--- config.mk ---
export PLATFORM = sky130hd
export DESIGN_NAME = alu_vect_2
export DESIGN_NICKNAME = d
export VERILOG_FILES = /design/src/rtl/alu_vect_pkg.sv /design/src/rtl/alu_lane.sv /design/src/rtl/alu_vect_2.sv
export SDC_FILE = /design/constraint.sdc
export NUM_CORES = 1
export LEC_CHECK = 0
export BUFFER_PORTS_ARGS = -buffer_cell sky130_fd_sc_hd__buf_2
export CORE_UTILIZATION = 59
export CTS_BUF_LIST = sky130_fd_sc_hd__clkbuf_16
export CTS_CLUSTER_DIAMETER = 150
export DETAILED_ROUTE_END_ITERATION = 6
export GPL_ROUTABILITY_DRIVEN = 0
export PLACE_DENSITY = 0.81
export SYNTH_ARGS = -nofsm -noshare
export SYNTH_HDL_FRONTEND = slang
export SYNTH_SLANG_ARGS = --single-unit
--- constraint.sdc ---
create_clock -name clk -period 0.8 [get_ports clk]
set_input_delay 0 -clock clk [delete_from_list [all_inputs] [get_ports clk]]
set_output_delay 0 -clock clk [all_outputs]
set_load 0.01 [all_outputs]
--- src/rtl/alu_vect_pkg.sv ---
// Shared definitions for the lane-parallel vector ALU: opcode encodings
// carried on ctrl and the bit positions inside the flags output.
package alu_vect_pkg;

  typedef enum logic [3:0] {
    OP_ADD = 4'b0000,
    OP_SUB = 4'b0001,
    OP_MUL = 4'b0010,
    OP_SRL = 4'b0011,
    OP_SLL = 4'b0100,
    OP_SRA = 4'b0101,
    OP_AND = 4'b0110,
    OP_OR  = 4'b0111,
    OP_XOR = 4'b1000
  } alu_op_e;

  localparam int FLAG_N = 3;
  localparam int FLAG_Z = 2;
  localparam int FLAG_C = 1;
  localparam int FLAG_V = 0;

endpackage

--- src/rtl/alu_lane.sv ---
// One combinational ALU lane: N-bit result plus the lane's carry and
// overflow contributions, which the top ORs across all lanes.
module alu_lane
  import alu_vect_pkg::*;
#(
  parameter int N = 8
) (
  input  logic [N-1:0] a,
  input  logic [N-1:0] b,
  input  alu_op_e      op,
  output logic [N-1:0] y,
  output logic         c,
  output logic         v
);

  logic [N:0]            sum_ext;
  logic [N:0]            diff_ext;
  logic signed [2*N-1:0] prod;

  // Shifts rely on the language rule that amounts >= N shift every bit out,
  // which yields zero for >>/<< and sign fill for >>> on a signed operand.
  always_comb begin
    sum_ext  = {1'b0, a} + {1'b0, b};
    diff_ext = {1'b0, a} - {1'b0, b};
    prod     = $signed(a) * $signed(b);
    y        = '0;
    c        = 1'b0;
    v        = 1'b0;
    case (op)
      OP_ADD: begin
        y = sum_ext[N-1:0];
        c = sum_ext[N];
        v = (a[N-1] == b[N-1]) && (sum_ext[N-1] != a[N-1]);
      end
      OP_SUB: begin
        y = diff_ext[N-1:0];
        c = ~diff_ext[N];
        v = (a[N-1] != b[N-1]) && (diff_ext[N-1] != a[N-1]);
      end
      OP_MUL: begin
        y = prod[N-1:0];
        v = (prod != {{N{prod[N-1]}}, prod[N-1:0]});
      end
      OP_SRL: y = a >> b;
      OP_SLL: y = a << b;
      OP_SRA: y = $signed(a) >>> b;
      OP_AND: y = a & b;
      OP_OR:  y = a | b;
      OP_XOR: y = a ^ b;
      default: begin
        y = '0;
        c = 1'b0;
        v = 1'b0;
      end
    endcase
  end

endmodule

--- src/rtl/alu_vect_2.sv ---
// Vector ALU top: M parallel lanes, flag reduction across lanes and the
// single output register stage giving one-cycle latency.
module alu_vect_2
  import alu_vect_pkg::*;
#(
  parameter int N = 8,
  parameter int M = 4
) (
  input  logic                      clk,
  input  logic                      rst_n,
  input  logic signed [0:M-1][N-1:0] a,
  input  logic signed [0:M-1][N-1:0] b,
  input  logic [3:0]                ctrl,
  output logic signed [0:M-1][N-1:0] result,
  output logic [3:0]                flags
);

  alu_op_e                   op;
  logic [0:M-1][N-1:0]        lane_y;
  logic [M-1:0]              lane_c;
  logic [M-1:0]              lane_v;
  logic [M-1:0]              lane_msb;
  logic signed [0:M-1][N-1:0] result_d;
  logic signed [0:M-1][N-1:0] result_q;
  logic [3:0]                flags_d;
  logic [3:0]                flags_q;

  // Unused ctrl codes fall through to the lanes' default arm (zero result).
  assign op = alu_op_e'(ctrl);

  for (genvar i = 0; i < M; i++) begin : g_lane
    alu_lane #(
      .N (N)
    ) u_lane (
      .a  (a[i]),
      .b  (b[i]),
      .op (op),
      .y  (lane_y[i]),
      .c  (lane_c[i]),
      .v  (lane_v[i])
    );
    assign lane_msb[i] = lane_y[i][N-1];
  end

  always_comb begin
    result_d         = lane_y;
    flags_d          = '0;
    flags_d[FLAG_N]  = |lane_msb;
    flags_d[FLAG_Z]  = (lane_y == '0);
    flags_d[FLAG_C]  = |lane_c;
    flags_d[FLAG_V]  = |lane_v;
  end

  always_ff @(posedge clk or negedge rst_n) begin
    if (!rst_n) begin
      result_q <= '0;
      flags_q  <= '0;
    end else begin
      result_q <= result_d;
      flags_q  <= flags_d;
    end
  end

  assign result = result_q;
  assign flags  = flags_q;

endmodule

==> flow_metrics.tcl, run 1 <==
set metrics [dict create \
    numClockSinks 36 \
    ctsRootBufferMaster "clkbuf_16" \
    row_count 64 \
    post-place-ws_ns -4.23 \
    dp_hpwl_mm 61.6 \
    grt_first_pass_wirelength_mm 202 \
    synthTopCellsByCount "inv_1, fa_1, ha_1" \
    async_flop_share_pct 100 \
    gr-total-overflow 201 \
    ctsLongestPathBuffers 2 \
    most_used_dff_post_synth "dfrtp_1" \
    post_synth_instance_area_um2 18800 \
    initial_core_util_pct 60.6 \
    count_of_different_cell_masters_after_synthesis 96 \
    syn_inst 2338 \
    outcome "aborted with a tool error" \
    cts_inserted_buffers 5 \
    cts_htree_levels 2 \
    netlist_top_cells_area "fa_1, ha_1, inv_1, dfrtp_1, mux4_2" \
    synth-seq-area-share_pct 4.80 \
    area_share_of_the_leading_cell_type_in_the_synthesized_netlist_pct 24.3 \
    post-synth-top-count-cell "inv_1" \
    gr-usage-all-layers_pct 82.6 \
    cell_taking_the_most_area_after_synthesis "fa_1" \
    failed_stage "global routing" \
    maximum_number_of_pins_on_one_net_before_global_route_repair 37 \
    yosysWarningCount 0 \
    error_message "[ERROR GRT-0116] Global routing finished with congestion. Check the congestion regions in the DRC Viewer." \
    number_of_flops_mapped_to_enable_cells_by_yosys 0 \
    chipHeight_um 180 \
    placement.io_buffers 105 \
    avgSynthCellArea_um2 8.03 \
    postSynthRegisterBits 36 \
    die_width_um 180 \
    place.detailed.instances 3354 \
    synth_fp_nets 2852 \
    top_level_ports 106 \
    number_of_global_route_vias_before_repair 31100 \
]
-- logic make-up after synthesis --
| kind of cell | after synthesis | synth area share (%) |
|---|---|---|
| AO/OA/AOI/OAI | 587 | 20.8 |
| XOR/XNOR | 60 | 2.94 |
| adder cells (fa/ha/maj) | 444 | 38.7 |
| buffers and inverters | 522 | 11.0 |
| flip-flops | 36 | 4.80 |
| multiplexers | 68 | 6.04 |
| AND/OR/NAND/NOR | 621 | 15.8 |
-- repair_timing --
item,CTS
pin swaps,184
resized for setup,573
gates cloned,4
buffers inserted,89
hold buffers,1
hold endpoints to repair,36
endpoints found under the setup margin,53
-- through the flow --
step	hold WS, ns	cell area [um2]	utilization (%)	TNS [ns]
2_1_floorplan	-0.296	20300	-	-65.06
3_3_place_gp	-0.0192	25100	80.9	-85.56
3_5_place_dp	-0.00961	25100	80.9	-88.48
4_1_cts	0.214	28300	91.2	-69.16
-- per-layer routing --
layer  GRT overflow  GRT usage, %
met1              7          80.0
met5              1          47.9
met4             79          83.3
met3             10          73.4
met2            104          96.1
==> run 2: changes to the inputs <==
CORE_UTILIZATION = 40   (was 59)
CTS_BUF_LIST = unset   (was sky130_fd_sc_hd__clkbuf_16)
CTS_CLUSTER_DIAMETER = unset   (was 150)
PLACE_DENSITY = unset   (was 0.81)
PLACE_DENSITY_LB_ADDON = 0.15   (was unset)
clock period = 1 ns   (was 0.8 ns; I/O delays follow)
==> flow_metrics.tcl, run 2 <==
set metrics [dict create \
    critical_path.endpoint_type "flop" \
    grt_setup_unrepaired "true" \
    ant_nets 0 \
    most_used_dff_post_synth "dfrtp_1" \
    ctsLongestPathBuffers 2 \
    final.hold.worst_slack_ns 0.186 \
    die_width_um 219 \
    vias_per_cell 5.66 \
    cts_tree "yes" \
    numClockSinks 36 \
    leakagePower_uw 0.0135 \
    post_synth_instance_area_um2 18800 \
    wl_per_cell_um 20.6 \
    sw_frac_of_total_pct 49.2 \
    gr-total-overflow 0 \
    grt_first_pass_wirelength_mm 119 \
    initialDrtViolationCount 2024 \
    hold_path_class "input port to asynchronous set/reset pin" \
    initial_core_util_pct 40.4 \
    final_core_util_pct 64.1 \
    criticalPathCategory "input port to flop" \
    yosysWarningCount 0 \
    max_freq_mhz 233 \
    clock_power_share_pct 2.8 \
    count_of_different_cell_masters_after_synthesis 96 \
    net-switching-power_uw 29700 \
    cts_inserted_buffers 5 \
    top_level_ports 106 \
    number_of_flops_mapped_to_enable_cells_by_yosys 0 \
    mostFrequentLayoutCell "buf_4" \
    worst_setup_path_start_kind "input port" \
    antenna-diode-count 0 \
    cts_htree_levels 2 \
    final_cell_mix "buf_4, inv_1, fa_1" \
    drv_slew 0 \
    hold_violations 0 \
    maximum_number_of_pins_on_one_net_before_global_route_repair 37 \
    p_int_uw 30700 \
    largest_reg_flops 32 \
    clock_transition_at_the_registers_of_the_reported_paths_ns 0.08 \
    postSynthRegisterBits 36 \
    post-synth-top-count-cell "inv_1" \
    final_layout_size_suffix_gt1_share_pct 48.0 \
    grt_antenna_before_repair 0 \
    power_per_cell_area_nw_per_um2 2030 \
    placement.io_buffers 105 \
    timing.max_cap.violations 0 \
    placeableCoreArea_um2 46500 \
    drcViolationCount 0 \
    relSlewSlack_pct 44.0 \
    syn_inst 2338 \
    crit_arrival_ns 4.48 \
    violations "negative setup slack" \
    drt_wl_total_mm 76.2 \
    tightest_slew_ns 0.837 \
    timing.final.crit_share_pct 429 \
    row_count 79 \
    dp_hpwl_mm 62.2 \
    peakVddDrop_uv 1690 \
    chipHeight_um 219 \
    fp.dieArea_um2 47800 \
    netlist_top_cells_area "fa_1, ha_1, inv_1, dfrtp_1, mux4_2" \
    setup-violations-final 36 \
    vias 21000 \
    ctsRootBufferMaster "clkbuf_16" \
    outcome "complete, but fails checks" \
    total_power_uw 60400 \
    layout.nets 3611 \
    cell_taking_the_most_area_after_synthesis "fa_1" \
    async_flop_share_pct 100 \
    min_clock_period_post_route_ns 4.29 \
    synthTopCellsByCount "inv_1, fa_1, ha_1" \
    synthToLayoutAreaGrowth_pct 58.5 \
    power.share.combinational_pct 94.3 \
    first_pass_iters 7 \
    synth-seq-area-share_pct 4.80 \
    area_share_of_the_leading_cell_type_in_the_synthesized_netlist_pct 24.3 \
    gr-usage-all-layers_pct 31.8 \
    setup_ws_ns -3.29 \
    number_of_global_route_vias_before_repair 21600 \
    critPathRequiredTime_ns 1.19 \
    critical_path_peak_fanout 7 \
    avgSynthCellArea_um2 8.03 \
    synth_fp_nets 2852 \
    sequential_share_of_power_pct 2.9 \
]
run 2: cell counts after synthesis:
Identical to the previous run, type by type.
run 2: layout make-up:
cell class	count	area [um2]
clock inverters	3	18.8
well taps	607	759
repair buffers	885	7680
multi-input cells	1780	18600
inverters	389	1650
clock buffers	5	125
fillers	3871	16700
flip-flops and latches	36	901
run 2: critical path, cell delays in order:
cell and delay, ns:
buf_4 0.17, inv_4 0.10, buf_4 0.12, nor2_1 0.05
fa_1 0.54, inv_1 0.06, fa_1 0.58, fa_1 0.44
fa_1 0.51, inv_1 0.05, ha_1 0.33, o21a_1 0.17
a41oi_2 0.13, nor2b_2 0.18, xor2_1 0.16, buf_4 0.16
a221oi_2 0.24, o2111ai_1 0.16, nor4_2 0.27, nor2_1 0.08
run 2: timing repair:
action	CTS	global route
resized for setup	544	248
hold buffers	1	0
setup buffers	66	50
endpoints found under the setup margin	36	36
hold endpoints to repair	36	0
gates cloned	2	1
pin swaps	208	149
run 2: through the flow:
step / area [um2] / instances / TNS, ns / worst slack, ns
CTS: 28500 / 3671 / -62.24 / -3.25
finish: 29800 / 3705 / -61.97 / -3.29
global route: 29800 / 3705 / -64.71 / -3.48
floorplan: 20300 / 2338 / -57.86 / -3.32
detailed placement: 25700 / 3600 / -80.45 / -3.95
global placement: 25700 / 3600 / -79.70 / -3.96
run 2: worst paths after layout:
check	start	to	slack, ns
max	a[14]	flags[0]	-3.29
min	rst_n	result[25]	0.19
max in group asynchronous	rst_n	result[21]	0.59
min in group clk	ctrl[2]	flags[0]	0.26
run 2: logic make-up after synthesis:
family | after synthesis | synth area share (%)
adders and majority gates | 444 | 38.7
muxes | 68 | 6.04
AOI/OAI and AO/OA | 587 | 20.8
buffers and inverters | 522 | 11.0
DFF | 36 | 4.80
and+or+nand+nor | 621 | 15.8
xor gates and xnor gates | 60 | 2.94
run 2: per-layer routing:
metal | routed length, um | global-route usage [%] | part of all wire [%] | vias to the layer above
li1 | - | - | - | 9576
met1 | 30900 | 41.0 | 41 | 10200
met2 | 37400 | 54.8 | 49 | 946
met3 | 4910 | 3.58 | 6.4 | 223
met4 | 3040 | 11.2 | 4.0 | 0
met5 | 0 | 0 | 0 | -
run 2: power by group through the flow:
stage | registers, uW | clock network [uW] | logic, uW
floorplan | 1860 | 0 | 28800
global placement | 1760 | 0 | 45400
detailed placement | 1760 | 0 | 46300
CTS | 1740 | 1740 | 54200
global route | 1750 | 1790 | 61600
finish | 1740 | 1700 | 57000
Power figures use the tool's default switching activity.
==> run 3: changes to the inputs <==
CORE_MARGIN = 5   (was unset)
==> flow_metrics.tcl, run 3 (synthesized netlist as in run 2, its figures left out) <==
set metrics [dict create \
    vias 21100 \
    timing.final.crit_share_pct 433 \
    fillers 3906 \
    gr-total-overflow 0 \
    outcome "complete, but fails checks" \
    synthToLayoutAreaGrowth_pct 57.5 \
    crit_path_start "b[12]" \
    timing.max_cap.violations 0 \
    peakVddDrop_uv 1670 \
    maximum_number_of_pins_on_one_net_before_global_route_repair 37 \
    grt_antenna_before_repair 4 \
    power.share.combinational_pct 93.9 \
    max_freq_mhz 231 \
    ctsLongestPathBuffers 2 \
    dp_hpwl_mm 62.6 \
    clock_power_share_pct 3.1 \
    critPathRequiredTime_ns 1.22 \
    setup-violations-final 37 \
    grt_first_pass_wirelength_mm 120 \
    fp.dieArea_um2 51400 \
    top_level_ports 106 \
    leakagePower_uw 0.0134 \
    critical_path.endpoint_type "flop" \
    net-switching-power_uw 28500 \
    sequential_cell_area_um2 901 \
    die_width_um 227 \
    initialDrtViolationCount 2329 \
    ant_nets 0 \
    sw_frac_of_total_pct 49.8 \
    ctsRootBufferMaster "clkbuf_16" \
    worstSetupEndpoint "flags[0]" \
    wl_per_cell_um 21.0 \
    cts_inserted_buffers 5 \
    mostFrequentLayoutCell "buf_4" \
    gr-usage-all-layers_pct 29.2 \
    grt_setup_unrepaired "true" \
    critical_path_peak_fanout 8 \
    final_layout_size_suffix_gt1_share_pct 46.9 \
    drcViolationCount 0 \
    tightest_slew_ns 0.962 \
    row_count 79 \
    layout.nets 3603 \
    hold_path_class "input port to asynchronous set/reset pin" \
    chipHeight_um 227 \
    power_per_cell_area_nw_per_um2 1940 \
    drt_wl_total_mm 77.6 \
    layoutNonFillerInstCount 3700 \
    final_cell_mix "buf_4, inv_1, fa_1" \
    numClockSinks 36 \
    clock_transition_at_the_registers_of_the_reported_paths_ns 0.10 \
    initial_core_util_pct 40.4 \
    worst_setup_path_start_kind "input port" \
    vias_per_cell 5.69 \
    cts_htree_levels 2 \
    hold_violations 0 \
    cts_tree "yes" \
    multi_input_area_um2 18500 \
    p_int_uw 28800 \
    largest_reg_flops 32 \
    relSlewSlack_pct 35.7 \
    finalSetupTns_ns -62.31 \
    drv_slew 0 \
    crit_arrival_ns 4.55 \
    min_clock_period_post_route_ns 4.33 \
    first_pass_iters 7 \
    placeableCoreArea_um2 46500 \
    placement.io_buffers 105 \
    number_of_global_route_vias_before_repair 21600 \
    criticalPathCategory "input port to flop" \
    place.detailed.instances 3603 \
    violations "negative setup slack" \
    sequential_share_of_power_pct 3.0 \
    setup_ws_ns -3.33 \
]
[run 3: changes by cell type in the layout (fill, tap and decap cells not counted), moves of 4 or more]
cell     delta
buf_8       +4
nor3_1      +4
o21ai_2     -5
buf_6       -5
o21ai_0     +4
ha_1        +4
inv_1      +10
inv_2       -9
buf_4      -12
buf_2       +4
[run 3: power groups by stage]
| stage | logic [uW] | clock network, uW | registers [uW] |
|---|---|---|---|
| after detailed placement | 46000 | 0 | 1760 |
| after global routing | 58300 | 1810 | 1750 |
| after CTS | 50800 | 1770 | 1740 |
| after global placement | 45200 | 0 | 1760 |
| after floorplan | 28800 | 0 | 1860 |
| final | 53800 | 1770 | 1730 |
[run 3: through the flow]
step | area [um2] | power, uW | hold WS [ns] | utilization, % | setup slack [ns]
2_1_floorplan | 20300 | 30600 | -0.296 | - | -3.32
3_3_place_gp | 25700 | 47000 | -0.0125 | 55.4 | -4.15
3_5_place_dp | 25700 | 47700 | -0.0120 | 55.4 | -4.12
4_1_cts | 28400 | 54300 | 0.178 | 61.0 | -3.29
5_1_grt | 29600 | 61900 | 0.224 | 63.7 | -3.47
6_report | 29600 | 57300 | 0.175 | 63.7 | -3.33
[run 3: routing by layer]
metal  global-route usage, %  part of all wire (%)
met1                    38.8                    40
met2                    50.3                    49
met3                    3.60                   7.2
met4                    8.33                   3.9
met5                       0                     0
[run 3: worst min path at each step]
stage / endpoint / slack [ns] / cells past startpoint
after floorplan: flags[0] / -0.30 / 0
after global placement: result[1] / -0.01 / 2
after detailed placement: result[1] / -0.01 / 2
after CTS: result[25] / 0.18 / 3
after global routing: result[25] / 0.22 / 3
final: result[25] / 0.17 / 3
[run 3: what timing repair did]
item	in CTS	in global routing
setup endpoints to repair	36	37
cloned	2	0
pin swaps	167	163
endpoints found under the hold margin	36	0
resized for setup	514	243
buffers inserted	67	47
hold buffers	1	0
[run 3: final cells by class]
cell class / instances / share of cell area (%)
Antenna cell: 3 / 0.0254
Clock buffer: 5 / 0.423
Inverter: 389 / 5.51
Sequential cell: 36 / 3.04
Clock inverter: 3 / 0.0634
Timing Repair Buffer: 877 / 25.8
Tap cell: 607 / 2.57
Multi-Input combinational cell: 1780 / 62.6
[run 3: worst max-delay path: stages]
cell and delay, ns:
buf_4 0.16, ha_1 0.19, inv_1 0.07, fa_1 0.49, fa_1 0.56, fa_1 0.43
fa_1 0.52, inv_1 0.08, ha_4 0.22, o21a_1 0.19, o21a_1 0.20, a41oi_2 0.20
nor2b_1 0.18, xor2_1 0.10, buf_4 0.16, a221oi_4 0.31, o2111ai_1 0.17, nor4_1 0.25
nor2_1 0.07
